===== config.mk =====
export PLATFORM = sky130hd
export DESIGN_NAME = bk_sector_seq
export DESIGN_NICKNAME = d
export VERILOG_FILES = /design/src/rtl/bk_sector_seq.sv
export SDC_FILE = /design/constraint.sdc
export NUM_CORES = 1
export LEC_CHECK = 0
export BUFFER_PORTS_ARGS = -buffer_cell sky130_fd_sc_hd__buf_2
export CORE_UTILIZATION = 30
export CTS_BUF_LIST = sky130_fd_sc_hd__clkbuf_2
export CTS_CLUSTER_SIZE = 10
export DETAILED_ROUTE_END_ITERATION = 6
export PLACE_DENSITY = 0.56
export SLEW_MARGIN = 20
export SYNTH_ARGS = -nofsm -noshare
export SYNTH_HDL_FRONTEND = slang
export SYNTH_SLANG_ARGS = --single-unit

===== constraint.sdc =====
create_clock -name clk_sys -period 4.8 [get_ports clk_sys]
set_input_delay 0 -clock clk_sys [delete_from_list [all_inputs] [get_ports clk_sys]]
set_output_delay 0 -clock clk_sys [all_outputs]
set_load 0.02 [all_outputs]

===== src/rtl/bk_sector_seq.sv =====
// Backup-image sector sequencer: turns load/save menu edges into a burst of
// consecutive sector transfers between the host SD interface and nvram.
//
// state  | meaning
// S_IDLE | waiting for an accepted load/save edge; sd_lba holds last value
// S_REQ  | sd_rd/sd_wr raised, waiting for sd_ack rise or ack timeout
// S_XFER | host transfer in progress, waiting for sd_ack fall
// S_DONE | last sector finished, emit bk_done pulse
// S_ERR  | ack timeout, raise sticky bk_error
module bk_sector_seq #(
    parameter int unsigned SECTORS_LOG2 = 6,
    parameter int unsigned SLOT_BITS    = 2,
    parameter logic [23:0] ACK_TIMEOUT  = 24'd5000000
) (
    input  logic                 clk_sys,
    input  logic                 reset,
    input  logic                 ioctl_download,
    input  logic                 img_mounted,
    input  logic                 img_readonly,
    input  logic [63:0]          img_size,
    input  logic                 load_req,
    input  logic                 save_req,
    input  logic [SLOT_BITS-1:0] slot,
    output logic [31:0]          sd_lba,
    output logic                 sd_rd,
    output logic                 sd_wr,
    input  logic                 sd_ack,
    output logic                 bk_ena,
    output logic                 bk_loading,
    output logic                 bk_busy,
    output logic                 bk_done,
    output logic                 bk_error
);

    localparam int unsigned LBA_BITS = SLOT_BITS + SECTORS_LOG2;
    localparam logic [SECTORS_LOG2-1:0] IDX_ONE = SECTORS_LOG2'(1);

    typedef enum logic [2:0] {
        S_IDLE,
        S_REQ,
        S_XFER,
        S_DONE,
        S_ERR
    } state_t;

    state_t                  state;
    logic [SECTORS_LOG2-1:0] idx;
    logic [SLOT_BITS-1:0]    slot_lat;
    logic                    dir_load;
    logic [23:0]             to_cnt;

    logic dl_prev;
    logic load_prev;
    logic save_prev;
    logic ack_q;
    logic ack_prev;

    logic                    dl_rise;
    logic                    arm_set;
    logic                    load_lvl;
    logic                    save_lvl;
    logic                    load_edge;
    logic                    save_edge;
    logic                    ack_rise;
    logic                    ack_fall;
    logic                    idx_last;
    logic [SECTORS_LOG2-1:0] idx_inc;
    logic [23:0]             cnt_inc;
    logic                    to_hit;

    function automatic logic [31:0] make_lba(input logic [SLOT_BITS-1:0] s,
                                              input logic [SECTORS_LOG2-1:0] i);
        logic [31:0] v;
        v = '0;
        v[LBA_BITS-1:0] = {s, i};
        return v;
    endfunction

    always_comb begin
        dl_rise   = ioctl_download & ~dl_prev;
        arm_set   = ioctl_download & img_mounted & (img_size != 64'd0) & ~img_readonly;
        load_lvl  = load_req & bk_ena;
        save_lvl  = save_req & bk_ena;
        load_edge = load_lvl & ~load_prev;
        save_edge = save_lvl & ~save_prev;
        // sd_ack goes through one capture stage, so edges are seen a cycle late
        ack_rise  = ack_q & ~ack_prev;
        ack_fall  = ~ack_q & ack_prev;
        idx_last  = &idx;
        idx_inc   = idx + IDX_ONE;
        cnt_inc   = to_cnt + 24'd1;
        to_hit    = (ACK_TIMEOUT != 24'd0) && (cnt_inc == ACK_TIMEOUT);
    end

    always_ff @(posedge clk_sys) begin
        if (reset) begin
            state      <= S_IDLE;
            idx        <= '0;
            slot_lat   <= '0;
            dir_load   <= 1'b0;
            to_cnt     <= '0;
            dl_prev    <= 1'b0;
            load_prev  <= 1'b0;
            save_prev  <= 1'b0;
            ack_q      <= 1'b0;
            ack_prev   <= 1'b0;
            sd_lba     <= '0;
            sd_rd      <= 1'b0;
            sd_wr      <= 1'b0;
            bk_ena     <= 1'b0;
            bk_loading <= 1'b0;
            bk_busy    <= 1'b0;
            bk_done    <= 1'b0;
            bk_error   <= 1'b0;
        end else begin
            dl_prev   <= ioctl_download;
            load_prev <= load_lvl;
            save_prev <= save_lvl;
            ack_q     <= sd_ack;
            ack_prev  <= ack_q;
            bk_done   <= 1'b0;

            if (arm_set) begin
                bk_ena <= 1'b1;
            end else if (dl_rise) begin
                bk_ena <= 1'b0;
            end

            // A new ROM download invalidates whatever transfer is in flight
            if (dl_rise && state != S_IDLE) begin
                state      <= S_IDLE;
                sd_rd      <= 1'b0;
                sd_wr      <= 1'b0;
                bk_loading <= 1'b0;
                bk_busy    <= 1'b0;
            end else begin
                case (state)
                    S_IDLE: begin
                        if (load_edge || save_edge) begin
                            state      <= S_REQ;
                            idx        <= '0;
                            slot_lat   <= slot;
                            dir_load   <= load_edge;
                            to_cnt     <= '0;
                            sd_lba     <= make_lba(slot, '0);
                            sd_rd      <= load_edge;
                            sd_wr      <= ~load_edge;
                            bk_loading <= load_edge;
                            bk_busy    <= 1'b1;
                            bk_error   <= 1'b0;
                        end
                    end
                    S_REQ: begin
                        to_cnt <= cnt_inc;
                        if (ack_rise) begin
                            state <= S_XFER;
                            sd_rd <= 1'b0;
                            sd_wr <= 1'b0;
                        end else if (to_hit) begin
                            state <= S_ERR;
                            sd_rd <= 1'b0;
                            sd_wr <= 1'b0;
                        end
                    end
                    S_XFER: begin
                        if (ack_fall) begin
                            if (idx_last) begin
                                state <= S_DONE;
                            end else begin
                                state  <= S_REQ;
                                idx    <= idx_inc;
                                sd_lba <= make_lba(slot_lat, idx_inc);
                                sd_rd  <= dir_load;
                                sd_wr  <= ~dir_load;
                                to_cnt <= '0;
                            end
                        end
                    end
                    S_DONE: begin
                        state      <= S_IDLE;
                        bk_done    <= 1'b1;
                        bk_loading <= 1'b0;
                        bk_busy    <= 1'b0;
                    end
                    S_ERR: begin
                        state      <= S_IDLE;
                        sd_rd      <= 1'b0;
                        sd_wr      <= 1'b0;
                        bk_error   <= 1'b1;
                        bk_loading <= 1'b0;
                        bk_busy    <= 1'b0;
                    end
                    default: begin
                        state <= S_IDLE;
                        sd_rd <= 1'b0;
                        sd_wr <= 1'b0;
                    end
                endcase
            end
        end
    end

endmodule


# --- Yosys cells after proc, flatten, opt, wreduce, memory -nomap -nowiden ---
# Cells that the tools add are included.
classes:
  add_sub_neg: 2
  eq_ne: 9
  n_mux: 36
  bitwise_logic: 20
  n_reduce_logical: 20
ops:
  columns: ["op", "count"]
  rows:
  - ["2-to-1 mux 32 bit", 3]
  - ["2-to-1 mux 24 bit", 3]
  - ["case mux 24 bit (3 select lines)", 1]
  - ["case mux 32 bit (2 select lines)", 1]
  - ["nonzero test 64 bit", 1]
  - ["adder 24 x 1 -> 24 bit, second input constant", 1]
  - ["equality test 24 x 23 -> 1 bit, second input constant", 1]
  - ["2-to-1 mux 6 bit", 3]
  - ["AND reduction 5 bit", 3]
  - ["2-to-1 mux 1 bit", 13]
  - ["2-to-1 mux 3 bit", 4]
  - ["case mux 6 bit (2 select lines)", 1]
  - ["AND 1 bit", 10]
  - ["inverter 1 bit", 10]
  - ["case mux 3 bit (3 select lines)", 1]
  - ["AND reduction 3 bit", 3]
  - ["case mux 1 bit (4 select lines)", 2]
  - ["nonzero test 2 bit", 4]
  - ["adder 6 x 1 -> 6 bit, second input constant", 1]
  - ["equality test 3 x 2 -> 1 bit, second input constant", 2]
  - ["inequality test 2 bit, second input constant", 3]
  - ["case mux 1 bit (2 select lines)", 3]
  - ["AND reduction 6 bit", 1]
  - ["nonzero test 3 bit", 2]
  - ["9 further kinds", 10]
totals:
  register_bits: 80
  output_inout_bits: 39
  elab_cells: 105

# --- Logic depth before layout (Yosys ltp) ---
# Gate-level depths: netlist of the first run.
depth:
  depth_word: 5
  ltp_mapped: 9
  mapped_depth_nobuf: 8

# --- Worst setup path before layout of the first run ---
# OpenSTA, ideal clock, no wires.
synth_path:
  path_kind: "register to register"
  start: "register idx[0]"
  end: "register to_cnt[10]"
  setup_time_ns: 0.132
  t_arrival_ns: 2.011
  required_ns: 4.668
  path_slack_ns: 2.657
  stages_incl_launch_ff: 10
  n_path_buf: 1
  synth_period_minus_slack_ns: 2.143
  cell_sequence: "dfxtp_1 -> ha_1 -> and3_1 -> a31oi_1 -> a21boi_1 -> o21a_1 -> a211o_1 -> clkbuf_1 -> o21ai_0 -> a21oi_1"
synth_between:
  elab_chain_cells: 3
synth_lines:
  columns: ["item", "line", "text"]
  rows:
  - ["from (decl)", "47", "logic [SECTORS_LOG2-1:0] idx;"]
  - ["from (signal assigned)", "171", "idx <= idx_inc;"]
  - ["AND reduction 6 bit", "89", "idx_last = &idx;"]
  - ["inequality test 2 bit (no source line)", null, null]
  - ["AND reduction 5 bit (no source line)", null, null]
  - ["to (signal assigned)", "154", "to_cnt <= cnt_inc;"]
  - ["to (decl)", "50", "logic [23:0] to_cnt;"]
# Every way passes these cells.
# A chain may end at the register's enable or synchronous reset.

# --- Worst setup path after layout of the first run ---
layout_path:
  start: "register to_cnt[0]"
  end: "register sd_wr"
layout_between:
  elab_chain_cells: 4
layout_lines:
  columns: ["item", "line", "text"]
  rows:
  - ["adder 24 x 1 -> 24 bit", "91", "cnt_inc = to_cnt + 24'd1;"]
  - ["equality test 24 x 23 -> 1 bit", "92", "to_hit = (ACK_TIMEOUT != 24'd0) && (cnt_inc == ACK_TIMEOUT);"]
  - ["inequality test 3 bit (no source line)", null, null]
  - ["AND reduction 5 bit (no source line)", null, null]
  - ["to (signal assigned)", "147", "sd_wr <= ~load_edge;"]
  - ["to (signal assigned)", "174", "sd_wr <= ~dir_load;"]
  - ["to (decl)", "26", "output logic sd_wr,"]
# Every way passes these cells.

==> flow_metrics.tcl, run 1 <==
set metrics [dict create \
    yosysMostFrequentCell "dfxtp_1" \
    root_buffer "clkbuf_2" \
    ys_ff_latch 50 \
    worstPathArrival_ps 2850 \
    finalMaxSlewViolations 0 \
    grt_pass1_wl_um 13200 \
    power_frac_clock 0.314 \
    p_sw_frac 0.278 \
    worst_ep_required_time_ps 5160 \
    yosys.area.top_type "dfxtp_1" \
    syn_area_um2 3160 \
    grt_pass1_vias 2771 \
    ys_seq_area_frac 0.317 \
    drc 0 \
    finalSetupViolations 0 \
    synth-edff-count 0 \
    leakage_uw 0.00150 \
    peakVddDrop_mv 0.131 \
    start_util 0.307 \
    drt_iter0_drc 219 \
    synthArstFlopShare 0 \
    areaGrowthSynthToFinish_pct 16.3 \
    max_freq_ghz 0.401 \
    path_clk_slew_ps 280 \
    die_h_um 105 \
    htree_levels 2 \
    cts_buffer_depth 2 \
    wl_per_cell_um 12.9 \
    die-area_um2 10900 \
    layout.nets 549 \
    worstMarginPinSlew_ps 936 \
    cts_resized 0 \
    grt_use_total 0.144 \
    firstDrtPassIters 4 \
    period_minus_slack_ps 2490 \
    skew_ps 35.4 \
    die_width_um 105 \
    final_hold_viol_count 0 \
    layout-drive-gt1-share 0.228 \
    io_buffers 88 \
    place_hpwl_um 5720 \
    fin_crit_sh 0.519 \
    grt_overflow 0 \
    clock-sinks 50 \
    ys_warn_count 0 \
    startpoint_type "flop" \
    numCtsBuffers 5 \
    drt_wl_total_um 7830 \
    critPathKind "reg2reg" \
    yosys-top-cells-area "dfxtp_1 32%, buf_4 5.7%, nor2_1 5.5%" \
    r2r_slack_ps 2310 \
    p_seq_frac 0.556 \
    grt_setup_unrepaired "false" \
    synth.avg_cell_area_um2 8.03 \
    switchingPower_uw 214 \
    synth_common_cells "50 x dfxtp_1, 46 x nor2_1, 25 x nand2_1" \
    antenna_left 0 \
    antenna_found_initial 0 \
    viasPerCell 5.08 \
    slew_headroom 0.374 \
    critPathMaxFanout 8 \
    rows 37 \
    fin_hold_ws_ps 98.1 \
    max-cap-violations 0 \
    yosysUniqueCellTypes 59 \
    syn_inst 393 \
    cts_tree "built" \
    p_int_uw 556 \
    antenna_cells 0 \
    status "finished clean" \
    totalNegativeSetupSlack_ps 0 \
    grt_max_degree 40 \
    ios 113 \
    worstSetupEndpointType "flop" \
    clk_latency_ps 440 \
    gp_congestion 0.797 \
    power_frac_comb 0.131 \
    synth_top_area_share 0.317 \
    vias 3091 \
    hold_path.class "in2reg" \
    power.density_nw_per_um2 210 \
    ys.flop_type "dfxtp_1" \
    core_area_um2 10300 \
]
==> kinds of logic after synthesis <==
family	synth area share
AND/OR/NAND/NOR	0.328
adder cells (fa/ha/maj)	0.0119
flip-flops	0.317
buffers and inverters	0.108
AO/OA/AOI/OAI	0.181
XOR/XNOR	0.0277
other	0.00119
multiplexers	0.0254
==> critical path: stages (launching register included) <==
cell and delay [ps]:
dfxtp_1 500, ha_1 300, nand3_1 200, nor2_1 290, nand4_1 250, xor2_1 240
nor4b_4 370, o22ai_2 150, mux2i_1 150
==> metrics by stage <==
stage	total power [uW]	setup WS, ps	util	cells	instance area (um2)
4_1_cts	781	2320	0.357	609	3670
3_3_place_gp	530	2400	0.342	593	3520
3_5_place_dp	531	2330	0.342	593	3520
5_1_grt	810	2080	0.357	609	3670
2_1_floorplan	504	2660	-	416	3240
6_report	770	2310	0.357	609	3670
==> final timing paths <==
path / from / to / cells after the start
min: reset / slot_lat[1]$_SDFFE_PP0P_ / 2
min reg2reg: bk_busy$_SDFFE_PP0P_ / bk_busy$_SDFFE_PP0P_ / 2
max reg2reg: to_cnt[0]$_SDFFE_PP0P_ / sd_wr$_SDFFE_PP0P_ / 8
max: to_cnt[0]$_SDFFE_PP0P_ / sd_wr$_SDFFE_PP0P_ / 8
==> layout make-up <==
class | instances | area, um2
timing repair buffer | 96 | 520
inverter | 1 | 3.75
clock inverter | 3 | 48.8
sequential | 50 | 1000
tap | 136 | 170
fill | 1099 | 6610
multi-input combinational | 318 | 1900
clock buffer | 5 | 25.0
==> state kept, by name, summed over array words and instances, names as in the netlist, 2 cells and up <==
signal / count
state: 3
to_cnt: 24
sd_lba: 3
slot_lat: 2
idx: 5
==> power groups by stage <==
stage	Combinational (uW)	Clock [uW]	Sequential (uW)
floorplan	67.1	0	437
global placement	95.1	0	435
detailed placement	95.6	0	435
CTS	101	252	428
global route	111	270	429
finish	101	242	428
==> placed cells by master (no fill, tap or decap), types with 5 or more instances in the layout <==
cell type      count
a21oi_1           24
buf_2             88
nand2b_1           7
nor2b_1            7
xor2_1             6
and3_1            11
or3_1              7
a311oi_1           8
dfxtp_1           50
conb_1            24
nor4_1            20
o21ai_0           22
clkbuf_2           5
a31oi_1            7
nor2_1            46
nand3_1           13
dlygate4sd3_1      8
nor3_1             9
mux2i_1            8
nand4_1           13
nand2_1           25
==> timing repair <==
item / 4_1_cts / 5_1_grt
hold endpoints to repair: 10 / 0
setup buffers: 0 / 0
hold buffers: 8 / 0
==> metal layers <==
metal	track usage	share of wire	wire length (um)
met2	0.244	0.48	3730
met1	0.193	0.48	3750
met5	0	0	0
met4	0.0322	0.0068	53
met3	0.0218	0.037	293
(Power assumes the default switching activity.)
==> inputs of run 2 (changes only) <==
--- a/config.mk
+++ b/config.mk
@@ -10,7 +10,7 @@
 export CTS_BUF_LIST = sky130_fd_sc_hd__clkbuf_2
 export CTS_CLUSTER_SIZE = 10
 export DETAILED_ROUTE_END_ITERATION = 6
-export PLACE_DENSITY = 0.56
+export PLACE_DENSITY = 0.58
 export SLEW_MARGIN = 20
 export SYNTH_ARGS = -nofsm -noshare
 export SYNTH_HDL_FRONTEND = slang
==> constraint.sdc (replaced) <==
create_clock -name clk_sys -period 2.2 [get_ports clk_sys]
set_input_delay 0 -clock clk_sys [delete_from_list [all_inputs] [get_ports clk_sys]]
set_output_delay 0 -clock clk_sys [all_outputs]
set_load 0.02 [all_outputs]
==> run 2 against run 1 <==
Compared with the run above:
- combinational power rose by 150%
- global-route usage up 1.6 points
- die area is the same
- cell area rose by 16%
- non-clock buffer count grew 48
- routed wire length grew 18%
- critical path depth fell by 1
- critical path type unchanged
==> flow_metrics.tcl, run 2 (synthesized netlist as in run 1, its figures left out) <==
set metrics [dict create \
    status "finished clean" \
    final_hold_viol_count 0 \
    path_clk_slew_ps 290 \
    worst_ep_required_time_ps 2560 \
    grt_max_degree 40 \
    vias 3306 \
    n_fill_cell 1071 \
    worstPathArrival_ps 2500 \
    max-cap-violations 0 \
    grt_use_total 0.161 \
    pre_cts_slack_ps -1.49 \
    ios 113 \
    finalSetupViolations 0 \
    worstPathCellList "nand3_2, or4_4, nor3_4, xnor2_2, nor4b_4, o22ai_2, mux2i_1" \
    cts_tree "built" \
    grt_overflow 0 \
    numCtsBuffers 5 \
    power.density_nw_per_um2 421 \
    clock-sinks 50 \
    die_width_um 105 \
    clk_latency_ps 460 \
    cts_buffer_depth 2 \
    top_register "to_cnt" \
    fin_area_um2 4260 \
    grt_pass1_wl_um 14500 \
    peakVddDrop_mv 0.332 \
    slew_headroom 0.458 \
    slowest_stage "or4_4" \
    io_buffers 88 \
    largest_reg_flops 24 \
    power_frac_clock 0.350 \
    postPlaceCellArea_um2 3850 \
    final_common_cell "buf_2" \
    grt_setup_unrepaired "true" \
    critical-path-max-stage-delay_ps 550 \
    power_frac_comb 0.138 \
    areaGrowthSynthToFinish_pct 35.0 \
    multi_input_area_um2 2040 \
    fin_crit_sh 0.970 \
    p_seq_frac 0.512 \
    wl_per_cell_um 14.0 \
    reg_top3 "to_cnt x24, idx x5" \
    leakage_uw 0.00180 \
    drt_wl_total_um 9220 \
    critPathMaxFanout 7 \
    period_minus_slack_ps 2130 \
    seq_area_um2 1050 \
    startpoint_type "flop" \
    worstSetupEndpointType "flop" \
    rows 37 \
    gp_congestion 0.879 \
    critPathKind "reg2reg" \
    die-area_um2 10900 \
    layout.nets 597 \
    dp_cells 636 \
    hold_path.class "in2reg" \
    finalNonFillerCells 657 \
    worstMarginPinSlew_ps 813 \
    drc 0 \
    p_sw_frac 0.263 \
    p_int_uw 1320 \
    viasPerCell 5.03 \
    worst_slack_ps 67.0 \
    final_util 0.415 \
    start_util 0.307 \
    layout_common_cells "88 x buf_2, 45 x nor2_1, 45 x buf_4" \
    antenna_found_initial 0 \
    skew_ps 40.7 \
    antenna_cells 0 \
    switchingPower_uw 472 \
    grt_pass1_vias 3100 \
    die_h_um 105 \
    htree_levels 2 \
    layout-drive-gt1-share 0.386 \
    firstDrtPassIters 4 \
    core_area_um2 10300 \
    finalMaxSlewViolations 0 \
    drt_iter0_drc 131 \
    root_buffer "clkbuf_2" \
    place_hpwl_um 6500 \
    antenna_left 0 \
    max_freq_ghz 0.469 \
]
==> run 2: path summary, 6_finish.rpt <==
kind	startpoint	end	slack [ps]	depth (start not counted)
worst min register to register	sd_wr$_SDFFE_PP0P_	sd_wr$_SDFFE_PP0P_	490	2
worst max-delay path	to_cnt[7]$_SDFFE_PP0P_	sd_wr$_SDFFE_PP0P_	70	7
worst max register to register	to_cnt[7]$_SDFFE_PP0P_	sd_wr$_SDFFE_PP0P_	70	7
worst min-delay path	reset	bk_ena$_SDFFE_PP0P_	80	2
==> run 2: cell type report <==
cell class              instances  share of cell area
inverters                       1            0.000881
repair buffers                144               0.211
clock inverters                 3              0.0161
flip-flops and latches         50               0.246
clock buffers                   5             0.00587
well taps                     136              0.0399
multi-input cells             318               0.479
==> run 2: power by group through the flow <==
stage	logic, uW	registers, uW	clock network (uW)
after global placement	229	945	0
after CTS	245	930	646
after detailed placement	234	946	0
final	249	919	628
after floorplan	146	953	0
after global routing	271	922	690
==> run 2: routing by layer <==
metal	wire [um]	part of all wire	vias up	GRT usage
met4	127	0.014	0	0.0453
met1	4180	0.45	1559	0.207
met5	0	0	-	0
met2	4530	0.49	76	0.276
li1	-	-	1660	-
met3	377	0.041	11	0.0250
==> run 2: per-stage QoR <==
| stage | TNS (ps) | hold WS (ps) | total power (uW) |
|---|---|---|---|
| CTS | 0 | 56.8 | 1820 |
| floorplan | 0 | 123 | 1100 |
| global route | -59.1 | 70.5 | 1880 |
| detailed placement | -1.49 | 219 | 1180 |
| global placement | 0 | 221 | 1170 |
| finish | 0 | 84.5 | 1800 |
==> run 2: critical path, delay by kind of cell (launching register included) <==
family | cells | cell delay, ps
compound gates | 1 | 160
xor+xnor | 1 | 110
flops | 1 | 450
mux | 1 | 130
simple gates | 4 | 1180
==> run 2: timing repair <==
action	in CTS	in global routing
endpoints found under the setup margin	7	21
hold endpoints to repair	11	0
resized for setup	3	66
hold buffers	8	0
pin swaps	1	12
buffers inserted	0	5
